### src/rtl/fetch_issue_ctrl_pkg.sv
// Shared definitions for the fetch/issue controller: widths, instruction family
// indices, ARM condition codes and the controller state encoding.
package fetch_issue_ctrl_pkg;

  localparam int unsigned INSTR_W = 32;
  localparam int unsigned FAM_W   = 16;
  localparam int unsigned SKIP_W  = 16;

  // Bit positions in the one-hot family vector
  localparam int unsigned FAM_DP_ISH  = 0;
  localparam int unsigned FAM_DP_RSH  = 1;
  localparam int unsigned FAM_MUL     = 2;
  localparam int unsigned FAM_SWP     = 3;
  localparam int unsigned FAM_HALF    = 4;
  localparam int unsigned FAM_DP_IMM  = 5;
  localparam int unsigned FAM_LS_IMM  = 6;
  localparam int unsigned FAM_LS_REG  = 7;
  localparam int unsigned FAM_LDM_STM = 8;
  localparam int unsigned FAM_BRANCH  = 9;
  localparam int unsigned FAM_COPROC  = 10;
  localparam int unsigned FAM_SWI     = 11;
  localparam int unsigned FAM_UNDEF   = 12;
  localparam int unsigned FAM_BX      = 13;

  localparam logic [3:0] COND_EQ = 4'h0;
  localparam logic [3:0] COND_NE = 4'h1;
  localparam logic [3:0] COND_CS = 4'h2;
  localparam logic [3:0] COND_CC = 4'h3;
  localparam logic [3:0] COND_MI = 4'h4;
  localparam logic [3:0] COND_PL = 4'h5;
  localparam logic [3:0] COND_VS = 4'h6;
  localparam logic [3:0] COND_VC = 4'h7;
  localparam logic [3:0] COND_HI = 4'h8;
  localparam logic [3:0] COND_LS = 4'h9;
  localparam logic [3:0] COND_GE = 4'hA;
  localparam logic [3:0] COND_LT = 4'hB;
  localparam logic [3:0] COND_GT = 4'hC;
  localparam logic [3:0] COND_LE = 4'hD;
  localparam logic [3:0] COND_AL = 4'hE;
  localparam logic [3:0] COND_NV = 4'hF;

  typedef enum logic [1:0] {
    ST_FETCH = 2'd0,
    ST_COND  = 2'd1,
    ST_ISSUE = 2'd2
  } fic_state_t;

endpackage

### src/rtl/arm_cond_eval.sv
// ARM condition-field evaluator: decides whether an instruction executes given NZCV.
module arm_cond_eval
  import fetch_issue_ctrl_pkg::*;
(
  input  logic [3:0] cond,
  input  logic [3:0] nzcv,
  output logic       pass_c
);

  logic n, z, c, v;
  assign {n, z, c, v} = nzcv;

  // The NV encoding is never executed
  always_comb begin
    pass_c = 1'b0;
    case (cond)
      COND_EQ: pass_c = z;
      COND_NE: pass_c = !z;
      COND_CS: pass_c = c;
      COND_CC: pass_c = !c;
      COND_MI: pass_c = n;
      COND_PL: pass_c = !n;
      COND_VS: pass_c = v;
      COND_VC: pass_c = !v;
      COND_HI: pass_c = c && !z;
      COND_LS: pass_c = !c || z;
      COND_GE: pass_c = (n == v);
      COND_LT: pass_c = (n != v);
      COND_GT: pass_c = !z && (n == v);
      COND_LE: pass_c = z || (n != v);
      COND_AL: pass_c = 1'b1;
      default: pass_c = 1'b0;
    endcase
  end

endmodule

### src/rtl/fetch_issue_ctrl.sv
// Fetch/issue sequencer for the microcoded core: fetches into IR, checks the
// condition field, classifies the instruction family and holds it until uc_done.
module fetch_issue_ctrl
  import fetch_issue_ctrl_pkg::*;
#(
  parameter int unsigned       ADDR_W       = 32,
  parameter logic [ADDR_W-1:0] RESET_VECTOR = ADDR_W'(32'h0000_0000)
) (
  input  logic                clk,
  input  logic                rst_n,
  output logic                imem_req,
  output logic [ADDR_W-1:0]   imem_addr,
  input  logic                imem_ack,
  input  logic [INSTR_W-1:0]  imem_rdata,
  input  logic [3:0]          nzcv,
  input  logic                pc_load,
  input  logic [ADDR_W-1:0]   pc_load_val,
  input  logic                uc_done,
  output logic                issue_valid,
  output logic [INSTR_W-1:0]  ir,
  output logic [FAM_W-1:0]    family_bits,
  output logic [ADDR_W-1:0]   pc,
  output logic [SKIP_W-1:0]   skip_cnt
);

  localparam logic [ADDR_W-1:0] PC_STEP    = ADDR_W'(4);
  localparam logic [ADDR_W-1:0] ALIGN_MASK = ~ADDR_W'(3);
  localparam logic [SKIP_W-1:0] SKIP_MAX   = '1;

  // Priority-ordered family decode; unmatched encodings outside the coprocessor
  // space fall into UNDEF so exactly one bit is always set.
  function automatic logic [FAM_W-1:0] classify(input logic [27:4] w);
    logic [FAM_W-1:0] f;
    f = '0;
    if (w[27:4] == 24'h12FFF1)                                           f[FAM_BX]      = 1'b1;
    else if (w[27:23] == 5'b00010 && w[21:20] == 2'b00 && w[11:4] == 8'h09) f[FAM_SWP]   = 1'b1;
    else if (w[27:24] == 4'b0000 && w[7:4] == 4'b1001)                   f[FAM_MUL]     = 1'b1;
    else if (w[27:25] == 3'b000 && w[7] && w[4] && w[6:5] != 2'b00)      f[FAM_HALF]    = 1'b1;
    else if (w[27:25] == 3'b000 && !w[7] && w[4])                        f[FAM_DP_RSH]  = 1'b1;
    else if (w[27:25] == 3'b000 && !w[4])                                f[FAM_DP_ISH]  = 1'b1;
    else if (w[27:25] == 3'b001)                                         f[FAM_DP_IMM]  = 1'b1;
    else if (w[27:25] == 3'b010)                                         f[FAM_LS_IMM]  = 1'b1;
    else if (w[27:25] == 3'b011 && w[4])                                 f[FAM_UNDEF]   = 1'b1;
    else if (w[27:25] == 3'b011)                                         f[FAM_LS_REG]  = 1'b1;
    else if (w[27:25] == 3'b100)                                         f[FAM_LDM_STM] = 1'b1;
    else if (w[27:25] == 3'b101)                                         f[FAM_BRANCH]  = 1'b1;
    else if (w[27:24] == 4'b1111)                                        f[FAM_SWI]     = 1'b1;
    else if (w[27:26] == 2'b11)                                          f[FAM_COPROC]  = 1'b1;
    else                                                                 f[FAM_UNDEF]   = 1'b1;
    return f;
  endfunction

  fic_state_t          state_q, state_d;
  logic [ADDR_W-1:0]   pc_d;
  logic [INSTR_W-1:0]  ir_d;
  logic [SKIP_W-1:0]   skip_d;
  logic                redirect_pend, pend_d;
  logic [ADDR_W-1:0]   redirect_tgt, tgt_d;
  logic                req_d;
  logic                issue_d;
  logic [FAM_W-1:0]    fam_d;
  logic                cond_pass_c;
  logic                fetch_ack_c;
  logic [ADDR_W-1:0]   load_tgt_c;

  arm_cond_eval u_cond (
    .cond   (ir[31:28]),
    .nzcv   (nzcv),
    .pass_c (cond_pass_c)
  );

  // An ack only counts against a request that is actually on the bus
  assign fetch_ack_c = imem_req & imem_ack;
  assign load_tgt_c  = pc_load_val & ALIGN_MASK;
  assign imem_addr   = pc;

  always_comb begin
    state_d = state_q;
    pc_d    = pc;
    ir_d    = ir;
    skip_d  = skip_cnt;
    pend_d  = redirect_pend;
    tgt_d   = redirect_tgt;
    case (state_q)
      ST_FETCH: begin
        if (fetch_ack_c) begin
          if (pc_load) begin
            pc_d   = load_tgt_c;
            pend_d = 1'b0;
          end else if (redirect_pend) begin
            pc_d   = redirect_tgt;
            pend_d = 1'b0;
          end else begin
            ir_d    = imem_rdata;
            pc_d    = pc + PC_STEP;
            state_d = ST_COND;
          end
        end else if (pc_load) begin
          // Address must stay stable mid-request, so park the target
          tgt_d  = load_tgt_c;
          pend_d = 1'b1;
        end
      end
      ST_COND: begin
        if (cond_pass_c) begin
          state_d = ST_ISSUE;
        end else begin
          state_d = ST_FETCH;
          if (skip_cnt != SKIP_MAX) skip_d = skip_cnt + SKIP_W'(1);
        end
        if (pc_load) pc_d = load_tgt_c;
      end
      ST_ISSUE: begin
        if (uc_done) state_d = ST_FETCH;
        if (pc_load) pc_d = load_tgt_c;
      end
      default: state_d = ST_FETCH;
    endcase
    req_d   = (state_d == ST_FETCH);
    issue_d = (state_d == ST_ISSUE);
    fam_d   = issue_d ? classify(ir_d[27:4]) : '0;
  end

  always_ff @(posedge clk or negedge rst_n) begin
    if (!rst_n) begin
      state_q       <= ST_FETCH;
      pc            <= RESET_VECTOR;
      ir            <= '0;
      skip_cnt      <= '0;
      redirect_pend <= 1'b0;
      redirect_tgt  <= '0;
      imem_req      <= 1'b0;
      issue_valid   <= 1'b0;
      family_bits   <= '0;
    end else begin
      state_q       <= state_d;
      pc            <= pc_d;
      ir            <= ir_d;
      skip_cnt      <= skip_d;
      redirect_pend <= pend_d;
      redirect_tgt  <= tgt_d;
      imem_req      <= req_d;
      issue_valid   <= issue_d;
      family_bits   <= fam_d;
    end
  end

endmodule

### config.mk
export PLATFORM = sky130hd
export DESIGN_NAME = fetch_issue_ctrl
export DESIGN_NICKNAME = d
export VERILOG_FILES = /design/src/rtl/fetch_issue_ctrl_pkg.sv /design/src/rtl/arm_cond_eval.sv /design/src/rtl/fetch_issue_ctrl.sv
export SDC_FILE = /design/constraint.sdc
export NUM_CORES = 1
export LEC_CHECK = 0
export CAP_MARGIN = 30
export CORE_AREA = 2 2 144 146
export DETAILED_ROUTE_END_ITERATION = 16
export DIE_AREA = 0 0 146 148
export PLACE_DENSITY_LB_ADDON = 0.08
export SYNTH_ARGS = -nofsm -noshare
export SYNTH_HDL_FRONTEND = slang
export SYNTH_HIERARCHICAL = 1
export SYNTH_SLANG_ARGS = --single-unit
### constraint.sdc
create_clock -name clk -period 3.3 [get_ports clk]
set_clock_uncertainty 0.2 [all_clocks]
set_input_delay 0.825 -clock clk [delete_from_list [all_inputs] [get_ports clk]]
set_output_delay 0.825 -clock clk [all_outputs]
set_load 0.01 [all_outputs]
==> impl_metrics.json <==
{
  "outcome": "complete, no violations",
  "max_freq_mhz": 322.7,
  "pwr-share-seq_pct": 33.4,
  "start_util_pct": 34.44,
  "synth-seq-cells": 127,
  "clkPwrFrac_pct": 23.3,
  "p_leak_uw": 0.004088,
  "post-cts-setup-buffer-count": 0,
  "maxSlewViolCount": 0,
  "synth_edf_count": 0,
  "drt_iter0_markers": 274,
  "drt_wl_total_mm": 20.49,
  "cts_root_buf": "clkbuf_16",
  "rows": 52,
  "grt-ovfl-total": 0,
  "slowest_stage": "clkdlybuf4s50_1",
  "hp-class": "input pin to asynchronous set/reset pin",
  "worstPathRequired_ns": 3.44,
  "maxSlewHeadroom_pct": 43.50,
  "crit_fanout": 5,
  "power_frac_comb_pct": 43.3,
  "ys_types": 71,
  "drc": 0,
  "r2r_slack_ns": 0.39,
  "gp_congestion": 0.7998,
  "grt_pass1_wl_mm": 32.60,
  "die_w_um": 146,
  "drtAntennaViolNets": 0,
  "vias": 6057,
  "worst_slew_pin_slew_ns": 0.8405,
  "drt-pass1-iter-count": 4,
  "synth_area_leaders": "dfrtp_1, nand2_1, mux2_2, buf_4, xnor2_1",
  "ys_seq_area_share_pct": 46.05,
  "synth_ff_type": "dfrtp_1",
  "yosys.area.top_type": "dfrtp_1",
  "power.share.switching_pct": 36.91,
  "critPathBufInv": 2,
  "cts_buffer_depth": 2,
  "ios": 203,
  "netlist.area_leader.share_pct": 46.05,
  "power.density_mw_per_mm2": 899.6,
  "p_int_uw": 5534,
  "setup-violations-final": 0,
  "worstSkewPairLatency_ns": 0.42,
  "area_growth_syn_to_layout_pct": 41.26,
  "wl_per_cell_um": 17.29,
  "min_period_ns": 3.099,
  "path_delay_family": "simple AND/OR/NAND/NOR gates",
  "grt_max_degree": 55,
  "critPathCaptureType": "register",
  "rr_endpoint": "skip_cnt[13]",
  "dp_hpwl_mm": 14.42,
  "drive_above_1_share_pct": 13.57,
  "rsz0062_at_grt": "false",
  "avgSynthCellArea_um2": 9.572,
  "setup_tns_ns": 0,
  "syn_inst": 721,
  "design.die.area_mm2": 0.02161,
  "rr_worst_depth": 10,
  "synth_warnings": 6,
  "die_height_um": 148,
  "htree_levels": 4,
  "slowest_delay_ns": 0.48,
  "numCtsBuffers": 17,
  "finalCritPeriodShare_pct": 93.91,
  "arrival_ns": 3.24,
  "fill_cells": 1901,
  "grt.total_usage_pct": 18.92,
  "hold_violations": 0,
  "clk_pin_slew_ns": 0.06,
  "ir_drop_mv": 0.4016,
  "power.total_uw": 8771,
  "critPathLaunchType": "input pin",
  "clkSinkCount": 127,
  "io_buffers": 194,
  "netlist_area_mm2": 0.006902,
  "path_cells": "clkdlybuf4s50_1, nor2b_2, a221oi_1, a211o_1, a211o_1, nor2b_2, buf_4, nand4_1, or3_4, nor3_2, xor2_1",
  "grt_pass1_vias": 6127,
  "r2r_start": "ir[30]",
  "design.final.nets": 980,
  "maxCapViolations": 0,
  "p_sw_uw": 3237,
  "cts_tree": "yes",
  "vias_per_cell": 5.111,
  "crit_type": "input pin to register",
  "grt_antenna_before_repair": 2,
  "synthArstFlopShare_pct": 100.0,
  "core_area_mm2": 0.02004
}
registers in the layout, indices dropped and copies added, names as in the netlist:
name and cells:
family_bits 14, issue_valid 1, ir 32, state_q 2
skip_cnt 16, imem_req 1, redirect_pend 1, imem_addr 30
redirect_tgt 30
metal layers:
layer | track usage, % | vias up | share of wire [%]
met5 | 0 | - | 0.063
met4 | 5.437 | 2 | 1.1
met3 | 4.722 | 17 | 5.9
met2 | 32.48 | 185 | 49
met1 | 23.76 | 2969 | 44
li1 | - | 2884 | -
cell usage in the layout (no fill, tap or decap), types with 5 or more instances in the layout:
master and n:
xnor2_1 22, nor3_1 21, inv_1 16, mux2_2 34, o21ai_1 5, and3_1 20
clkbuf_16 17, o21ai_0 23, nor3b_1 6, a221oi_1 16, nand2b_1 6, a21oi_1 14
and4_1 6, conb_1 6, nand4_1 18, clkdlybuf4s50_1 190, o211ai_1 11, buf_4 27
nand3_1 28, nor4_1 8, nor2_1 45, ha_1 6, xor2_1 13, nand2_1 119
dfrtp_1 127, mux2i_1 10
cells by family after synthesis:
logic type      Yosys count  share of synthesized area [%]
simple gates            317                          23.42
flops                   127                          46.05
compound gates          102                          10.19
buf+inv                  86                          7.143
mux                      46                          7.379
xor+xnor                 36                          4.677
fa+ha+maj                 6                          1.088
other cells               1                        0.05434
how the worst max path moves through the flow:
stage / from / to / slack, ns / cells past startpoint
finish: nzcv[1] / skip_cnt[13] / 0.20 / 11
global route: nzcv[1] / skip_cnt[13] / 0.02 / 11
CTS: nzcv[0] / skip_cnt[15] / 0.02 / 11
detailed placement: nzcv[3] / skip_cnt[13] / -0.54 / 11
global placement: nzcv[3] / skip_cnt[13] / -0.49 / 11
floorplan: nzcv[3] / skip_cnt[15] / 0.29 / 10
final cells by class:
| class | count | area [um^2] | share of cell area (%) |
|---|---|---|---|
| antenna | 1 | 2.502 | 0.02567 |
| clock buffer | 19 | 452.9 | 4.646 |
| clock inverter | 13 | 187.7 | 1.925 |
| inverter | 17 | 63.81 | 0.6545 |
| multi-input combinational | 513 | 3293 | 33.78 |
| sequential | 127 | 3178 | 32.60 |
| tap | 270 | 337.8 | 3.465 |
| timing repair buffer | 225 | 2233 | 22.91 |
power by group through the flow:
stage	Clock, uW	Combinational (uW)	Sequential [uW]
final	2050	3800	2930
after global routing	2150	4130	3040
after CTS	2080	3850	2920
after detailed placement	0	3830	2940
after global placement	0	3770	2910
after floorplan	0	2060	2900
through the flow:
stage / util, % / setup slack, ns / cell area, um^2 / std cells / hold WS [ns]
2_1_floorplan: - / 0.2882 / 6920 / 726 / 0.2716
3_3_place_gp: 45.28 / -0.4943 / 9074 / 1152 / 0.2598
3_5_place_dp: 45.28 / -0.5384 / 9074 / 1152 / 0.2782
4_1_cts: 48.54 / 0.01578 / 9727 / 1184 / 0.1255
5_1_grt: 48.64 / 0.02152 / 9747 / 1184 / 0.1446
6_report: 48.65 / 0.2010 / 9749 / 1185 / 0.1219
cell usage after synthesis (all sizes together), types with 11 or more instances:
library cell,n
a221oi,16
nor3,24
dfrtp,127
and3,20
clkbuf,25
o21ai,28
xor2,13
nand2,120
nor2,46
inv,16
xnor2,23
buf,44
nand3,28
a21oi,16
mux2,36
o211ai,11
nand4,18
repair_timing:
item                       CTS  global route
hold endpoints to repair     0             0
hold buffers                 0             0
setup endpoints to repair    5             6
resized for setup            3             7
cloned                       0             0
pin swaps                    1             4
Power figures use the tool's default switching activity.
